**src/rtl/pmu_level_scheduler.sv**
```systemverilog
// pmu_level_scheduler: round-robin speed-level request sequencer with PLL settle hold-off and idle drop
module pmu_level_scheduler #(
  parameter int NREQ = 3,
  parameter int LEVEL_W = 3,
  parameter int SETTLE_CYCLES = 64,
  parameter int IDLE_CYCLES = 1024,
  parameter logic [LEVEL_W-1:0] IDLE_LEVEL = 3'b000,
  parameter logic [LEVEL_W-1:0] RESET_LEVEL = 3'b101
) (
  input  logic                    clk,
  input  logic                    reset,
  input  logic [NREQ-1:0]         req,
  input  logic [NREQ*LEVEL_W-1:0] req_level,
  input  logic                    activity,
  output logic [NREQ-1:0]         grant,
  output logic                    change_level_flag,
  output logic [LEVEL_W-1:0]      change_level,
  output logic [LEVEL_W-1:0]      current_level,
  output logic                    busy
);
  localparam int PW = NREQ > 1 ? $clog2(NREQ) : 1;
  localparam int SW = $clog2(SETTLE_CYCLES) > 0 ? $clog2(SETTLE_CYCLES) : 1;
  localparam int IW = $clog2(IDLE_CYCLES);
  localparam logic [SW-1:0] SETTLE_MAX = SW'(SETTLE_CYCLES - 1);
  localparam logic [IW-1:0] IDLE_MAX = IW'(IDLE_CYCLES - 1);
  typedef enum logic {READY, SETTLE} state_t;
  state_t state, state_n;
  logic [PW-1:0] ptr, ptr_n, win, idx;
  logic [SW-1:0] scnt, scnt_n;
  logic [IW-1:0] icnt, icnt_n;
  logic [NREQ-1:0] elig, grant_n;
  logic found, flag_n;
  logic [LEVEL_W-1:0] cl_n, cur_n;
  logic [LEVEL_W-1:0] lvl [NREQ];
  for (genvar g = 0; g < NREQ; g++) begin : g_lvl
    assign lvl[g] = req_level[g*LEVEL_W +: LEVEL_W];
  end
  assign busy = state == SETTLE;
  // round-robin pick: first eligible requester at or above the pointer, wrapping
  always_comb begin
    elig = req & ~grant;
    found = 1'b0;
    win = '0;
    idx = '0;
    for (int k = 0; k < NREQ; k++) begin
      idx = PW'((int'(ptr) + k) % NREQ);
      if (!found && elig[idx]) begin
        found = 1'b1;
        win = idx;
      end
    end
  end
  // next state: settle countdown, request issue, idle timer and idle drop
  always_comb begin
    state_n = state;
    scnt_n = scnt;
    icnt_n = icnt;
    ptr_n = ptr;
    grant_n = '0;
    flag_n = 1'b0;
    cl_n = change_level;
    cur_n = current_level;
    if (state == SETTLE) begin
      state_n = scnt == '0 ? READY : SETTLE;
      scnt_n = scnt == '0 ? scnt : scnt - SW'(1);
      icnt_n = '0;
    end else if (found) begin
      grant_n[win] = 1'b1;
      cl_n = lvl[win];
      ptr_n = win == PW'(NREQ - 1) ? '0 : win + PW'(1);
      icnt_n = '0;
      if (lvl[win] != current_level) begin
        flag_n = 1'b1;
        cur_n = lvl[win];
        state_n = SETTLE;
        scnt_n = SETTLE_MAX;
      end
    end else if (activity || |req) begin
      icnt_n = '0;
    end else if (icnt == IDLE_MAX) begin
      if (current_level != IDLE_LEVEL) begin
        flag_n = 1'b1;
        cl_n = IDLE_LEVEL;
        cur_n = IDLE_LEVEL;
        state_n = SETTLE;
        scnt_n = SETTLE_MAX;
        icnt_n = '0;
      end
    end else begin
      icnt_n = icnt + IW'(1);
    end
  end
  // state and output registers
  always_ff @(posedge clk or posedge reset) begin
    if (reset) begin
      state <= READY;
      scnt <= '0;
      icnt <= '0;
      ptr <= '0;
      grant <= '0;
      change_level_flag <= 1'b0;
      change_level <= RESET_LEVEL;
      current_level <= RESET_LEVEL;
    end else begin
      state <= state_n;
      scnt <= scnt_n;
      icnt <= icnt_n;
      ptr <= ptr_n;
      grant <= grant_n;
      change_level_flag <= flag_n;
      change_level <= cl_n;
      current_level <= cur_n;
    end
  end
endmodule

```
**config.mk**
```make
export PLATFORM = sky130hd
export DESIGN_NAME = pmu_level_scheduler
export DESIGN_NICKNAME = d
export VERILOG_FILES = /design/src/rtl/pmu_level_scheduler.sv
export SDC_FILE = /design/constraint.sdc
export NUM_CORES = 1
export LEC_CHECK = 0
export BUFFER_PORTS_ARGS = -buffer_cell sky130_fd_sc_hd__buf_2
export CAP_MARGIN = 20
export CORE_UTILIZATION = 55
export CTS_CLUSTER_DIAMETER = 50
export DETAILED_ROUTE_END_ITERATION = 8
export PLACE_DENSITY = 0.82
export SLEW_MARGIN = 20
export SYNTH_ARGS = -nofsm -noshare
export SYNTH_HDL_FRONTEND = slang
export SYNTH_SLANG_ARGS = --single-unit
```
**constraint.sdc**
```tcl
create_clock -name clk -period 3.5 [get_ports clk]
set_input_delay 0.525 -clock clk [delete_from_list [all_inputs] [get_ports clk]]
set_output_delay 0.525 -clock clk [all_outputs]
set_load 0.1 [all_outputs]
```
==> key figures <==
Global routing
  • Vias in the first global route: 1569
  • Pin count of the biggest net entering global routing: 26
  • First-pass GRT wire length: 6.99 mm
  • Gr ovfl total: 0
  • Initial antenna violation count: 0
  • GRT Total Usage: ~25%

Logic synthesis
  • Top cell type's share of synthesized area: about a third
  • Largest family of logic cells by synthesized area: simple AND/OR/NAND/NOR gates
  • Synth Area in Compound Gates: 23.8%
  • Cell variety after synth: 60
  • Ranking of synthesized cells by area: dfrtp_1 32%, dfstp_2 5.4%, o21ai_0 4.1%
  • Post-Syn Area per Cell: 9.37 um2
  • Post-Synth XOR/XNOR Area: 4.88%
  • Mux share of post-synthesis cell area: 0%
  • Predominant post-synthesis flop cell: dfrtp_1
  • Yosys warns: 0
  • Number of flops mapped to enable cells by yosys: 0
  • Most area-hungry cell type in the Yosys netlist: dfrtp_1
  • Simple-Gate Fraction of Synth Area: around a quarter
  • Post-Synthesis Cell Area: 1950 um2
  • Seq/Total Area, Yosys: a little under two fifths
  • Flops & latches, synth: 29
  • Adder-Cell Fraction of Synth Area: 3.21%
  • Mapped Cells: roughly 210
  • Syn Nets: about 230
  • Async SR Flop Fraction: 100%

Clocking
  • Total CTS buffers: 5
  • Longest Clk Path Bufs: 2
  • TritonCTS clock tree: done
  • CTS clk-pin slew, worst paths: 0.10 ns
  • Clk_lat worst skew: between 0.3 and 0.4 ns
  • Root buffer cell: clkbuf_4
  • Post_cts resized: 0
  • # Post-CTS Setup Buffers: 0
  • Post-CTS Hold Buffers: 0
  • Clock Sinks: 29
  • H-tree depth: 2

Setup path
  • Worst Path Required: between 3 and 4 ns
  • CP endpoint kind: flip-flop
  • Critical path fanouts, max: 9
  • Crit path cell chain: inv_1, ha_1, nor4b_1, nor4_4, nand2_1, nand2_1, o221a_4, xnor2_4, o41ai_4, o2bb2ai_1
  • CP most frequent cell: nand2_1
  • Critical path type: reg -> reg
  • CP Launch Type: flip-flop
  • Slowest CP cell: nor4b_1
  • CP max stage delay: roughly 0.64 ns
  • Crit path arrival time: roughly 3.3 ns

Pwr
  • Leakage power total: approximately 0.0010 uW
  • Clock network fraction of design power: 13.1%
  • Combinational Power Share: 62.5%
  • Max VDD drop: roughly 0.34 mV
  • Power Dens Cells: 1020 nW/um2
  • Sequential Power Share: roughly 24%
  • Switching portion of total power: between 50% and 60%
  • Int Pwr: ~1100 uW
  • Psw: approximately 1200 uW

STA
  • Highest Clock Rate: roughly 0.33 GHz
  • Worst Setup Slack, final: between 0.4 and 0.5 ns
  • Worst Max-Slew Pin Slew: between 0.9 and 1 ns
  • Fin. Hold Viols: 0
  • Final clock skew: ~0.0064 ns
  • RSZ-0062 raised after global routing: no
  • Slew margin rel.: 36.9%
  • Final setup vio count: 0
  • Period utilization: 87.1%
  • Final setup TNS: 0 ns
  • Final hold slack: roughly 0.38 ns
  • Crit path time final: approximately 3 ns
  • Final Max Tran Viols: 0

Cells and area
  • Final #Nets: 257
  • Fillcell total: 297
  • Layout cells sized above 1: approximately a quarter
  • ANT cells: 0
  • Post-layout util: around two thirds
  • Area grow syn2layout: 12.8%
  • Post-route insts no fill: roughly 280

Drt
  • WL final: about 4.2 mm
  • Average wire per standard cell: 14.7 um
  • First-pass iteration count of the detailed router: 4
  • Vias: approximately 1700
  • Drt via density: just under 6
  • Initial drt markers: between 100 and 150
  • Final ANT Viol Nets: 0
  • # DRC: 0

Outcome
  • Status: completed

Floorplan
  • Die Ht: about 62 um
  • DIE WIDTH: ~62 um
  • Die area: ~3800 um2
  • Row count: 21
  • Initial core utilization: 58.0%
  • Core Box Area: roughly 3400 um2
  • Io pins: 26

Placed design
  • PortBufs: 25
  • Dpl hpwl: about 3.1 mm
  • Dpl cells: around 280
  • Pre-CTS setup slack: between 0.5 and 0.6 ns
  • Final GP Congestion: between 0.9 and 1

Run
  • Max cap viols: 0

Min path
  • Hold Crit Class: in -> async
## through the flow
| stage | instance area (um2) | power, uW |
|---|---|---|
| floorplan | 1950 | 1730 |
| global placement | 2110 | 1920 |
| detailed placement | 2110 | 1940 |
| CTS | 2200 | 2240 |
| global route | 2200 | 2400 |
| finish | 2200 | 2240 |
## power groups by stage
stage,sequential [uW],combinational (uW),clock (uW)
3_3_place_gp,548,1380,0
2_1_floorplan,876,853,0
3_5_place_dp,551,1390,0
6_report,546,1400,294
4_1_cts,546,1400,300
5_1_grt,564,1510,324
## cell usage after synthesis (2+ instances only)
cell,number
o2bb2ai_1,3
xor2_1,3
nor2_1,15
a21oi_1,8
and4_1,2
or4_1,2
dfrtp_1,25
nand3_1,11
and3_1,2
nand2_1,17
ha_1,5
o31ai_1,3
buf_6,2
nor4bb_1,4
a32o_1,2
nor3_1,5
or2_2,3
and2_1,2
o21ai_1,9
dfstp_2,4
a32oi_1,2
nand2b_1,6
buf_2,2
inv_1,12
a21o_1,4
a31oi_1,5
o41ai_1,2
o21ai_0,16
## worst paths after layout
| path | from | to | slack, ns | depth (start not counted) |
|---|---|---|---|---|
| max | ptr[0] | current_level[2] | 0.45 | 10 |
| min | reset | icnt[4] | 0.38 | 2 |
| max reg2reg | ptr[0] | current_level[2] | 0.45 | 10 |
| min reg2reg | change_level[0] | change_level[0] | 0.46 | 2 |
| max in group asynchronous | reset | grant[2] | 2.49 | 3 |
| min in group clk | change_level[0] | change_level[0] | 0.46 | 2 |
## flip-flops by register name, indices dropped and copies added, names as in the netlist
signal / flops
scnt: 6
change_level_flag: 1
change_level: 3
current_level: 3
icnt: 10
busy: 1
grant: 3
ptr: 2
## layer usage
metal,track usage [%],vias to the layer above,wire (um)
li1,-,835,-
met1,33.1,788,1940
met2,40.4,66,1970
met3,7.56,6,238
met4,9.21,0,36
met5,0,-,0
## worst max-delay path, delay by kind of cell, from the launching register on
family | cells | cell delay, ns
buffers and inverters | 1 | 0.07
and+or+nand+nor | 4 | 1.03
AOI/OAI and AO/OA | 3 | 0.90
xor gates and xnor gates | 1 | 0.16
adders and majority gates | 1 | 0.41
DFF | 1 | 0.40
## cells in the final DEF (no fill, tap or decap), drive strengths merged, types with 4 or more instances in the layout
cell type	synthesis	final
ha	5	5
nand2b	6	6
dfrtp	25	25
nand2	18	18
a21oi	8	8
buf	5	27
clkbuf	0	6
or2	4	4
o21ai	25	25
nor4bb	4	4
xor2	4	4
nor3	6	6
inv	12	12
nor2	15	15
nand3	11	11
a31oi	5	5
dfstp	4	4
a21o	5	5
## logic make-up (layout without fill, tap and decap cells)
group,Yosys count,after routing
XOR/XNOR,7,7
buffers and inverters,17,47
AND/OR/NAND/NOR,85,85
adder cells (fa/ha/maj),5,5
flip-flops,29,29
AO/OA/AOI/OAI,65,65
## layout make-up
class	count	area, um2	share of cell area [%]
Sequential cell	29	731	33.2
Inverter	12	45.0	2.05
Multi-Input combinational cell	162	1140	51.7
Tap cell	46	57.6	2.62
Clock buffer	6	51.3	2.33
Timing Repair Buffer	27	140	6.37
Clock inverter	2	37.5	1.71
No activity file was read; power rests on OpenSTA's default activity.
